### src/rtl/seq_hex_bin_encoder.sv
// seq_hex_bin_encoder
// Sequential priority encoder: takes an N-bit request vector and emits the
// binary index of every set bit, one per beat, lowest-first (MSB_FIRST=0) or
// highest-first (MSB_FIRST=1). Valid/ready handshakes on both sides, with
// back-to-back vector acceptance on the final beat of the current vector.
// Optional feature macro: ENC_COUNT_EN adds the out_count port, which reports
// the number of set bits still to be emitted, including the current beat.
module seq_hex_bin_encoder #(
  parameter int N         = 16,
  parameter bit MSB_FIRST = 1'b0,
  localparam int W        = $clog2(N)
) (
  input  logic         clk,
  input  logic         rst,
  input  logic         in_valid,
  output logic         in_ready,
  input  logic [N-1:0] in_vec,
  output logic         out_valid,
  input  logic         out_ready,
  output logic [W-1:0] out_idx,
  output logic         out_last,
`ifdef ENC_COUNT_EN
  output logic         out_zero,
  output logic [W:0]   out_count
`else
  output logic         out_zero
`endif
);

  typedef enum logic {IDLE, SCAN} state_t;

  state_t         state_q, state_d;
  logic [N-1:0]   shadow_q, shadow_d;
  logic [W-1:0]   out_idx_q, out_idx_d;
  logic           out_last_q, out_last_d;
  logic           out_zero_q, out_zero_d;
  logic           accept;
`ifdef ENC_COUNT_EN
  logic [W:0]     out_count_q, out_count_d;
`endif

  // Priority pick: walking towards the preferred end, so the last hit wins.
  function automatic logic [W-1:0] prio_enc(input logic [N-1:0] v);
    logic [W-1:0] r;
    r = '0;
    if (MSB_FIRST) begin
      for (int i = 0; i < N; i++) begin
        if (v[i]) r = W'(i);
      end
    end else begin
      for (int i = N - 1; i >= 0; i--) begin
        if (v[i]) r = W'(i);
      end
    end
    return r;
  endfunction

`ifdef ENC_COUNT_EN
  function automatic logic [W:0] popcount(input logic [N-1:0] v);
    logic [W:0] c;
    c = '0;
    for (int i = 0; i < N; i++) begin
      c = c + (W+1)'(v[i]);
    end
    return c;
  endfunction
`endif

  // State and beat registers; reset abandons any vector in flight.
  always_ff @(posedge clk) begin
    if (rst) begin
      state_q     <= IDLE;
      shadow_q    <= '0;
      out_idx_q   <= '0;
      out_last_q  <= 1'b0;
      out_zero_q  <= 1'b0;
`ifdef ENC_COUNT_EN
      out_count_q <= '0;
`endif
    end else begin
      state_q     <= state_d;
      shadow_q    <= shadow_d;
      out_idx_q   <= out_idx_d;
      out_last_q  <= out_last_d;
      out_zero_q  <= out_zero_d;
`ifdef ENC_COUNT_EN
      out_count_q <= out_count_d;
`endif
    end
  end

  // Next state: a new vector keeps us in SCAN, the last beat without one ends it.
  always_comb begin
    state_d = state_q;
    unique case (state_q)
      IDLE: if (accept) state_d = SCAN;
      SCAN: if (out_ready && out_last_q && !accept) state_d = IDLE;
      default: state_d = IDLE;
    endcase
  end

  // Handshake outputs; accepting is allowed while idle or on the final transfer.
  always_comb begin
    out_valid = (state_q == SCAN);
    in_ready  = (state_q == IDLE) || (out_ready && out_last_q);
    accept    = in_valid && in_ready;
  end

  // Shadow update and beat fields, precomputed from the next shadow value.
  always_comb begin
    shadow_d = shadow_q;
    if (accept) begin
      shadow_d = in_vec;
    end else if (state_q == SCAN && out_ready) begin
      if (out_last_q) shadow_d = '0;
      else            shadow_d = shadow_q & ~({{(N-1){1'b0}}, 1'b1} << out_idx_q);
    end

    out_idx_d   = '0;
    out_last_d  = 1'b0;
    out_zero_d  = 1'b0;
`ifdef ENC_COUNT_EN
    out_count_d = '0;
`endif
    if (state_d == SCAN) begin
      out_idx_d   = prio_enc(shadow_d);
      out_last_d  = ((shadow_d & (shadow_d - 1'b1)) == '0);
      out_zero_d  = (shadow_d == '0);
`ifdef ENC_COUNT_EN
      out_count_d = popcount(shadow_d);
`endif
    end
  end

  assign out_idx   = out_idx_q;
  assign out_last  = out_last_q;
  assign out_zero  = out_zero_q;
`ifdef ENC_COUNT_EN
  assign out_count = out_count_q;
`endif

endmodule

### config.mk
export PLATFORM = sky130hd
export DESIGN_NAME = seq_hex_bin_encoder
export DESIGN_NICKNAME = d
export VERILOG_FILES = /design/src/rtl/seq_hex_bin_encoder.sv
export SDC_FILE = /design/constraint.sdc
export NUM_CORES = 1
export LEC_CHECK = 0
export ABC_AREA = 1
export CORE_MARGIN = 1
export CORE_UTILIZATION = 56
export DETAILED_ROUTE_END_ITERATION = 10
export HOLD_SLACK_MARGIN = 0.05
export MAX_ROUTING_LAYER = met4
export PLACE_DENSITY = 0.86
export SLEW_MARGIN = 40
export SYNTH_ARGS = -nofsm -noshare
export SYNTH_HDL_FRONTEND = slang
export SYNTH_SLANG_ARGS = --single-unit
### constraint.sdc
create_clock -name clk -period 5.33 [get_ports clk]
set_clock_uncertainty 0.2 [all_clocks]
set_input_delay 0.533 -clock clk [delete_from_list [all_inputs] [get_ports clk]]
set_output_delay 0.533 -clock clk [all_outputs]
set_load 0.005 [all_outputs]
==> flow_metrics.tcl, run 1 <==
set metrics [dict create \
    status "completed" \
    cp_cell_sequence "clkdlybuf4s50_1, nand2_2, a21oi_4, inv_4, nand3_1, o21ai_0, nor2_4, nand2_2, nor2_4, inv_2, nand2_1, nand3_1, nor2_1, nand2_1, nor2_2" \
    seqCellArea_um2 460.4 \
    stdcell_count 301 \
    grt-ovfl-total 0 \
    post-dp-hpwl_mm 2.845 \
    cts_made_buffers 3 \
    cts_setup_buffers 0 \
    clkSinkCount 23 \
    rsz0062_at_grt "no" \
    tritoncts "done" \
    htreeDepth 1 \
    synthCells 249 \
    ant_nets 0 \
    whs_ns 0.3903 \
    wl_per_cell_um 11.99 \
    yosys-top-cells-area "dfxtp_1, inv_1, nand2_1" \
    crit_fanout 28 \
    hold_path_class "reg -> reg" \
    finalHoldViolations 0 \
    syn_area_per_cell_um2 6.216 \
    cts.repair.resized 0 \
    placed_cell_area_um2 1795 \
    n_antenna_cell 0 \
    ys_ff_latch 23 \
    vias_per_cell 5.193 \
    synth_fp_nets 269 \
    clockBufferDepth 2 \
    io_pins 28 \
    end_kind "register" \
    required_ns 5.41 \
    syn_to_final_growth_pct 17.95 \
    max_freq_ghz 0.3788 \
    power.density_nw_per_um2 226.5 \
    drive_above_1_share 0.1255 \
    dieArea_um2 2978 \
    dp.cells 297 \
    setup_viol 0 \
    die_x_um 54.57 \
    worstSetupStartpointType "primary input" \
    synth.top_cell.area_share 0.2975 \
    grt_start_max_net_pins 29 \
    multi_input_area_um2 822.0 \
    slew_headroom 0.5928 \
    period_minus_slack_ns 2.640 \
    final_util 0.7173 \
    die_y_um 54.57 \
    slew_viol_final 0 \
    core.rowCount 18 \
    worst_pin_slew_ns 0.6089 \
    ir_drop_mv 0.1915 \
    crit_buf_inv 3 \
    antenna_found_initial 0 \
    portBuffers 27 \
    grt_pass1_vias 1253 \
    drt_iter0_markers 27 \
    worst_ep_arrival_time_ns 2.72 \
    core_area_um2 2545 \
    drc 0 \
    hold_buffers 0 \
    design_area_um2 1826 \
    finalCritPeriodShare 0.4954 \
    yosys_warnings 0 \
    cts-root-buf "clkbuf_4" \
    crit_type "in -> reg" \
    clock_latency_ns 0.33 \
    grt_pass1_wl_mm 5.520 \
    max-cap-violations 0 \
    dr.pass1.iters 4 \
    syn-cell-area_um2 1548 \
    fin_setup_tns_ns 0 \
    clkTransAtPathRegs_ns 0.13 \
    crit_slowest_cell "clkdlybuf4s50_1" \
    yosysTopAreaCell "dfxtp_1" \
    cp_slowest_stage_delay_ns 0.49 \
    critPathTopFamily "simple AND/OR/NAND/NOR gates" \
    ys_types 27 \
    final_nets 292 \
    initial_core_util 0.6082 \
    routed-via-count 1563 \
    wirelength_mm 3.610 \
    fill_cells 219 \
    grt_use_total 0.2739 \
    leakagePower_uw 0.0008274 \
    seq_area_frac_synth 0.2975 \
    place.gp.congestion 0.9235 \
]
-- layer usage --
metal | GRT usage | up-vias | part of all wire
li1 | - | 816 | -
met1 | 0.3727 | 696 | 0.48
met2 | 0.4146 | 46 | 0.45
met3 | 0.02778 | 5 | 0.045
met4 | 0.1026 | 0 | 0.015
met5 | - | - | 0
-- cells by family (layout without fill, tap and decap cells) --
kind of cell	after synthesis	count (layout)	synth area share
flip-flops	23	23	0.2975
AND/OR/NAND/NOR	120	120	0.3630
buffers and inverters	63	85	0.1714
AO/OA/AOI/OAI	43	43	0.1682
-- worst register-to-register path, stage by stage (launching register included) --
cell and delay [ns]:
dfxtp_1 0.49, nand2_2 0.12, a21oi_4 0.22, inv_4 0.17, nand3_1 0.12, o21ai_0 0.19
nor2_4 0.19, nand2_2 0.10, nor2_4 0.14, inv_2 0.08, nand2_1 0.07, nand3_1 0.10
nor2_1 0.12, nand2_1 0.07, nor2_2 0.07
-- final timing paths --
kind / slack (ns) / cells past startpoint / start / to
max: 2.69 / 15 / out_ready / out_last
min: 0.39 / 2 / shadow_q[12] / shadow_q[12]
max reg2reg: 2.87 / 14 / out_last / out_last
min reg2reg: 0.39 / 2 / shadow_q[12] / shadow_q[12]
-- metrics by stage --
step / total power, uW / setup WS (ns)
floorplan: 289.2 / 3.209
global placement: 323.9 / 2.449
detailed placement: 326.6 / 2.361
CTS: 413.8 / 2.713
global route: 438.5 / 2.496
finish: 413.5 / 2.690
-- cells in the final DEF, fill, tap and decap left out, drive strengths merged --
master	Yosys	routed
a21oi	9	9
clkdlybuf4s50	0	27
clkbuf	2	3
nor2	38	38
nor4	5	5
o22ai	1	1
nand2	50	50
o211ai	1	1
nand4	2	2
dfxtp	23	23
o21ai	31	31
nand3	23	23
a31oi	1	1
inv	54	54
nor3	2	2
clkinvlp	0	1
-- final cells by class --
class / count / area share
timing repair buffer: 27 / 0.1480
sequential: 23 / 0.2522
clock inverter: 1 / 0.004112
tap: 30 / 0.02056
inverter: 54 / 0.1124
clock buffer: 3 / 0.01234
multi-input combinational: 163 / 0.4503
-- flip-flops by register name, summed over array words and instances (netlist names) --
register   count
shadow_q      16
out_idx        4
out_last       1
out_zero       1
out_valid      1
-- synth_stat cells (all sizes together) --
library cell / count
inv: 54
clkbuf: 2
dfxtp: 23
o22ai: 1
a21oi: 9
nand2: 50
buf: 7
nand3: 23
nor3: 2
nand4: 2
nor2: 38
a31oi: 1
o211ai: 1
nor4: 5
o21ai: 31
-- where the power goes --
part	total (uW)	switching [uW]	leakage, uW	internal, uW
sequential	192	10.0	0.000189	182
clock	88.9	60.1	0.0000139	28.8
combinational	132	79.6	0.000625	52.8
Note: power is estimated with default switching activity, not from simulation.
==> run 2, diff against run 1 <==
- CORE_UTILIZATION: 56 -> 47
- PLACE_DENSITY: 0.86 -> 0.78
- clock period: 5.33 -> 2.3 ns (I/O delays scaled with it)
==> run 2 against run 1 <==
  * First-iteration DRC count rose to 5.3 times the previous value
  * Worst setup slack worse by 2.5 ns
  * Largest cell class unchanged
  * Via count up 10%
  * Critical path depth up 1
  * Total power rose to 2.5 times the previous value
  * Cell count up 18%
==> flow_metrics.tcl, run 2 (synthesized netlist as in run 1, its figures left out) <==
set metrics [dict create \
    grt_start_max_net_pins 17 \
    drive_above_1_share 0.2710 \
    slew_headroom 0.7487 \
    crit_fanout 13 \
    power_switching_uw 364.6 \
    drc 0 \
    htreeDepth 1 \
    clkSinkCount 23 \
    end_kind "register" \
    tritoncts "done" \
    switching_share 0.3463 \
    setup_ws_ns 0.1402 \
    vias_per_cell 4.859 \
    reg2reg_slack_ns 0.15 \
    crit_type "in -> reg" \
    largest-register "shadow_q" \
    clock_latency_ns 0.32 \
    wl_per_cell_um 11.41 \
    initial_core_util 0.5028 \
    dr.pass1.iters 4 \
    die_y_um 59.39 \
    placed_cell_area_um2 2118 \
    grt_pass1_wl_mm 6.582 \
    finalHoldViolations 0 \
    leakagePower_uw 0.001036 \
    power.density_nw_per_um2 483.6 \
    worstSetupStartpointType "primary input" \
    wirelength_mm 4.040 \
    intPower_uw 688.3 \
    die_x_um 59.39 \
    hold_path_class "reg -> reg" \
    drt_iter0_markers 144 \
    routed-via-count 1720 \
    finalCritPeriodShare 0.9390 \
    cts_made_buffers 3 \
    setup_viol 0 \
    r2r-end "out_last" \
    hp-start "shadow_q[12]" \
    io_pins 28 \
    worst_ep_arrival_time_ns 2.22 \
    core.rowCount 20 \
    clockBufferDepth 2 \
    ir_drop_mv 0.3152 \
    cts-root-buf "clkbuf_4" \
    reg2reg_depth 14 \
    dieArea_um2 3527 \
    required_ns 2.36 \
    slew_viol_final 0 \
    layout_commonest_cell "inv_1" \
    place_ws_ns -0.2190 \
    grt_use_total 0.2552 \
    grt_pass1_vias 1554 \
    rsz0062_at_grt "yes" \
    core_area_um2 3078 \
    final_cell_mix "inv_1, nand2_1, buf_4, nor2_1, clkdlybuf4s50_1" \
    clkTransAtPathRegs_ns 0.13 \
    p_clk_frac 0.187 \
    syn_to_final_growth_pct 40.66 \
    largest_reg_flops 16 \
    status "completed" \
    r2r-start "out_idx[0]" \
    grt-ovfl-total 0 \
    sequentialPowerShare 0.423 \
    hold_depth 2 \
    ant_nets 0 \
    antenna_found_initial 0 \
    hold_end "shadow_q[12]" \
    design_area_um2 2177 \
    post-dp-hpwl_mm 3.261 \
    max-cap-violations 0 \
    portBuffers 27 \
    max_freq_ghz 0.4630 \
    worst_pin_slew_ns 0.3744 \
    p_comb_frac 0.390 \
    n_antenna_cell 0 \
    final_nets 331 \
    place.gp.congestion 0.8957 \
    period_minus_slack_ns 2.160 \
]
run 2: cell count changes in the layout (fill, tap and decap cells not counted), moves of 2 or more:
cell     previous run  this run
nor2_1             31        29
dfxtp_2             0         4
o21ai_0            18        16
dfxtp_4             0         2
nor2_2              4         6
dfxtp_1            23        17
buf_4               0        38
run 2: power groups by stage:
stage               combinational [uW]  clock, uW  sequential (uW)
global route                       456        206              448
detailed placement                 400          0              453
floorplan                          228          0              442
finish                             411        197              445
CTS                                402        196              444
global placement                   394          0              452
run 2: layout make-up:
class	count	area, um2
well taps	44	55.05
clock inverters	1	5.005
multi-input cells	163	840.8
clock buffers	3	22.52
repair buffers	66	575.6
inverters	54	205.2
flip-flops and latches	23	473.0
fillers	278	900.9
run 2: repair_timing:
action,CTS,global route
buffers inserted,0,0
hold endpoints to repair,0,0
gates resized for setup,1,14
hold buffers,0,0
endpoints found under the setup margin,3,6
pin swaps,0,0
run 2: metrics by stage:
stage	hold slack [ns]	cells	utilization	setup TNS (ns)	power, uW
detailed placement	0.3477	350	0.6882	-0.9087	853.0
CTS	0.3855	354	0.6976	0	1043
global placement	0.3492	350	0.6882	-0.6947	846.6
global route	0.4221	354	0.7073	-0.03363	1111
finish	0.3916	354	0.7073	0	1053
floorplan	0.2913	249	-	0	670.1
run 2: worst max-delay path by stage:
stage | start | end | slack [ns]
2_1_floorplan | out_last | out_last | 0.27
3_3_place_gp | out_ready | out_last | -0.18
3_5_place_dp | out_ready | out_last | -0.22
4_1_cts | out_idx[1] | out_last | 0.008
5_1_grt | out_idx[2] | out_last | -0.03
6_report | out_ready | out_last | 0.14
run 2: metal layers:
layer  global-route usage  vias to the layer above  share of wire
met5                    -                        -              0
met4              0.07823                        0          0.016
met3              0.02838                        8          0.037
met2               0.4189                       46           0.47
met1               0.3279                      766           0.47
li1                     -                      900              -
run 2: critical path: stages:
cell,delay [ns]
clkdlybuf4s50_1,0.49
nand2_2,0.08
a21oi_4,0.18
inv_4,0.10
buf_4,0.16
nand3_2,0.07
o21ai_2,0.07
nor2_4,0.14
nand2_2,0.08
nor2_4,0.15
inv_2,0.07
nand2_1,0.06
nand3_1,0.08
nor2_1,0.10
nand2_1,0.07
nor2_2,0.06
==> run 3, diff against run 2 <==
- SKIP_CTS_REPAIR_TIMING: unset -> 1
==> run 3 against run 2 <==
  * Cell area increased by 5.8%
  * Global-route usage decreased by 0.095 points
  * Routed wire length increased by 10%
  * Worst setup slack got worse by 0.069 ns
  * Count of clock-buffer cells in the layout unchanged
  * Clock power about the same
  * Total power increased by 3.5%
  * Worst hold slack got worse by 0.076 ns
  * Combinational power increased by 8.8%
  * Register-to-register slack got worse by 0.08 ns
==> flow_metrics.tcl, run 3 (synthesized netlist as in run 1, its figures left out) <==
set metrics [dict create \
    crit_slowest_cell "dfxtp_4" \
    portBuffers 27 \
    hold_depth 5 \
    crit_buf_inv 3 \
    drt_iter0_markers 131 \
    max-cap-violations 0 \
    reg2reg_slack_ns 0.07 \
    clkSinkCount 23 \
    io_pins 28 \
    fill_cells 247 \
    worstSetupStartpointType "register" \
    grt-ovfl-total 0 \
    place_ws_ns -0.2190 \
    largest-register "shadow_q" \
    wirelength_mm 4.455 \
    crit_fanout 7 \
    switching_share 0.3520 \
    wl_per_cell_um 12.41 \
    whs_ns 0.3161 \
    ir_drop_mv 0.3128 \
    grt_pass1_vias 1548 \
    rsz0062_at_grt "yes" \
    end_kind "register" \
    r2r-end "out_last" \
    routed-via-count 1783 \
    place.gp.congestion 0.8957 \
    finalCritPeriodShare 0.9691 \
    fin_setup_tns_ns 0 \
    cp_slowest_stage_delay_ns 0.39 \
    status "completed" \
    clkTransAtPathRegs_ns 0.13 \
    power_switching_uw 383.7 \
    clockBufferDepth 2 \
    leakagePower_uw 0.001097 \
    dr.pass1.iters 4 \
    crit_type "reg -> reg" \
    p_clk_frac 0.181 \
    max_freq_ghz 0.4486 \
    htreeDepth 1 \
    drive_above_1_share 0.3206 \
    core_area_um2 3078 \
    cts-root-buf "clkbuf_4" \
    setup_ws_ns 0.07097 \
    intPower_uw 706.4 \
    dieArea_um2 3527 \
    drc 0 \
    worst_pin_slew_ns 0.3382 \
    vias_per_cell 4.967 \
    grt_pass1_wl_mm 6.555 \
    largest_reg_flops 16 \
    hp-start "out_ready" \
    die_x_um 59.39 \
    finalHoldViolations 0 \
    slew_headroom 0.7746 \
    power.density_nw_per_um2 473.2 \
    hold_end "out_valid" \
    p_comb_frac 0.410 \
    cp_cell_sequence "nand2_4, a21oi_4, clkinv_4, buf_6, nand3_1, o21ai_2, nor2_4, nand2_2, nor2_4, inv_2, o21ai_2, nand2_1, nor2_1, nand2_1, nor2_2" \
    reg2reg_depth 15 \
    worst_ep_arrival_time_ns 2.29 \
    clock_latency_ns 0.32 \
    cts_made_buffers 3 \
    grt_start_max_net_pins 17 \
    period_minus_slack_ns 2.229 \
    final_nets 336 \
    r2r-start "out_last" \
    syn_to_final_growth_pct 48.83 \
    tritoncts "done" \
    final_cell_mix "nand2_1, inv_1, buf_4, nor2_1, clkdlybuf4s50_1" \
    n_antenna_cell 0 \
    initial_core_util 0.5028 \
    sequentialPowerShare 0.409 \
    critPathTopFamily "simple AND/OR/NAND/NOR gates" \
    setup_viol 0 \
    die_y_um 59.39 \
    slew_viol_final 0 \
    grt_use_total 0.2543 \
    core.rowCount 20 \
    power_uw 1090 \
    antenna_found_initial 0 \
    ant_nets 0 \
    post-dp-hpwl_mm 3.261 \
    required_ns 2.36 \
    hold_path_class "in -> reg" \
]
run 3: changes by cell type in the layout (fill, tap and decap cells not counted), moves of 4 or more:
cell / delta
nand3_1: -5
nand3_2: +5
o21ai_1: -5
o21ai_2: +5
buf_6: +4
run 3: through the flow:
| step | area (um2) | util | instances |
|---|---|---|---|
| 2_1_floorplan | 1548 | - | 249 |
| 3_3_place_gp | 2118 | 0.6882 | 350 |
| 3_5_place_dp | 2118 | 0.6882 | 350 |
| 4_1_cts | 2146 | 0.6972 | 354 |
| 5_1_grt | 2303 | 0.7484 | 359 |
| 6_report | 2303 | 0.7484 | 359 |
run 3: worst reg2reg max path: cells and delay by family (launching register included):
kind	cells	cell delay, ns
DFF	1	0.39
AOI/OAI and AO/OA	3	0.41
buffers and inverters	3	0.37
and+or+nand+nor	9	0.80
run 3: worst max path at each step:
stage | startpoint | to | slack [ns] | cells past startpoint
floorplan | out_last | out_last | 0.27 | 14
finish | out_last | out_last | 0.07 | 15
CTS | out_idx[3] | out_last | -0.05 | 12
global placement | out_ready | out_last | -0.18 | 16
global route | out_idx[3] | out_last | -0.1 | 14
detailed placement | out_ready | out_last | -0.22 | 16
run 3: routing by layer:
metal	up-vias	share of wire	GRT usage
li1	907	-	-
met1	808	0.44	0.3279
met2	56	0.50	0.4157
met3	12	0.041	0.02838
met4	0	0.019	0.07823
met5	-	0	-
run 3: power by group through the flow:
| stage | logic (uW) | registers [uW] | clock network [uW] |
|---|---|---|---|
| 6_report | 447 | 446 | 197 |
| 5_1_grt | 492 | 449 | 206 |
| 4_1_cts | 402 | 444 | 196 |
| 3_5_place_dp | 400 | 453 | 0 |
| 3_3_place_gp | 394 | 452 | 0 |
| 2_1_floorplan | 228 | 442 | 0 |
run 3: area by class of cell:
class / count / area (um2) / share of cell area
inverters: 54 / 207.7 / 0.09017
well taps: 44 / 55.05 / 0.02390
clock inverters: 1 / 5.005 / 0.002173
flip-flops and latches: 23 / 475.5 / 0.2064
multi-input cells: 163 / 907.1 / 0.3938
repair buffers: 71 / 630.6 / 0.2738
clock buffers: 3 / 22.52 / 0.009777
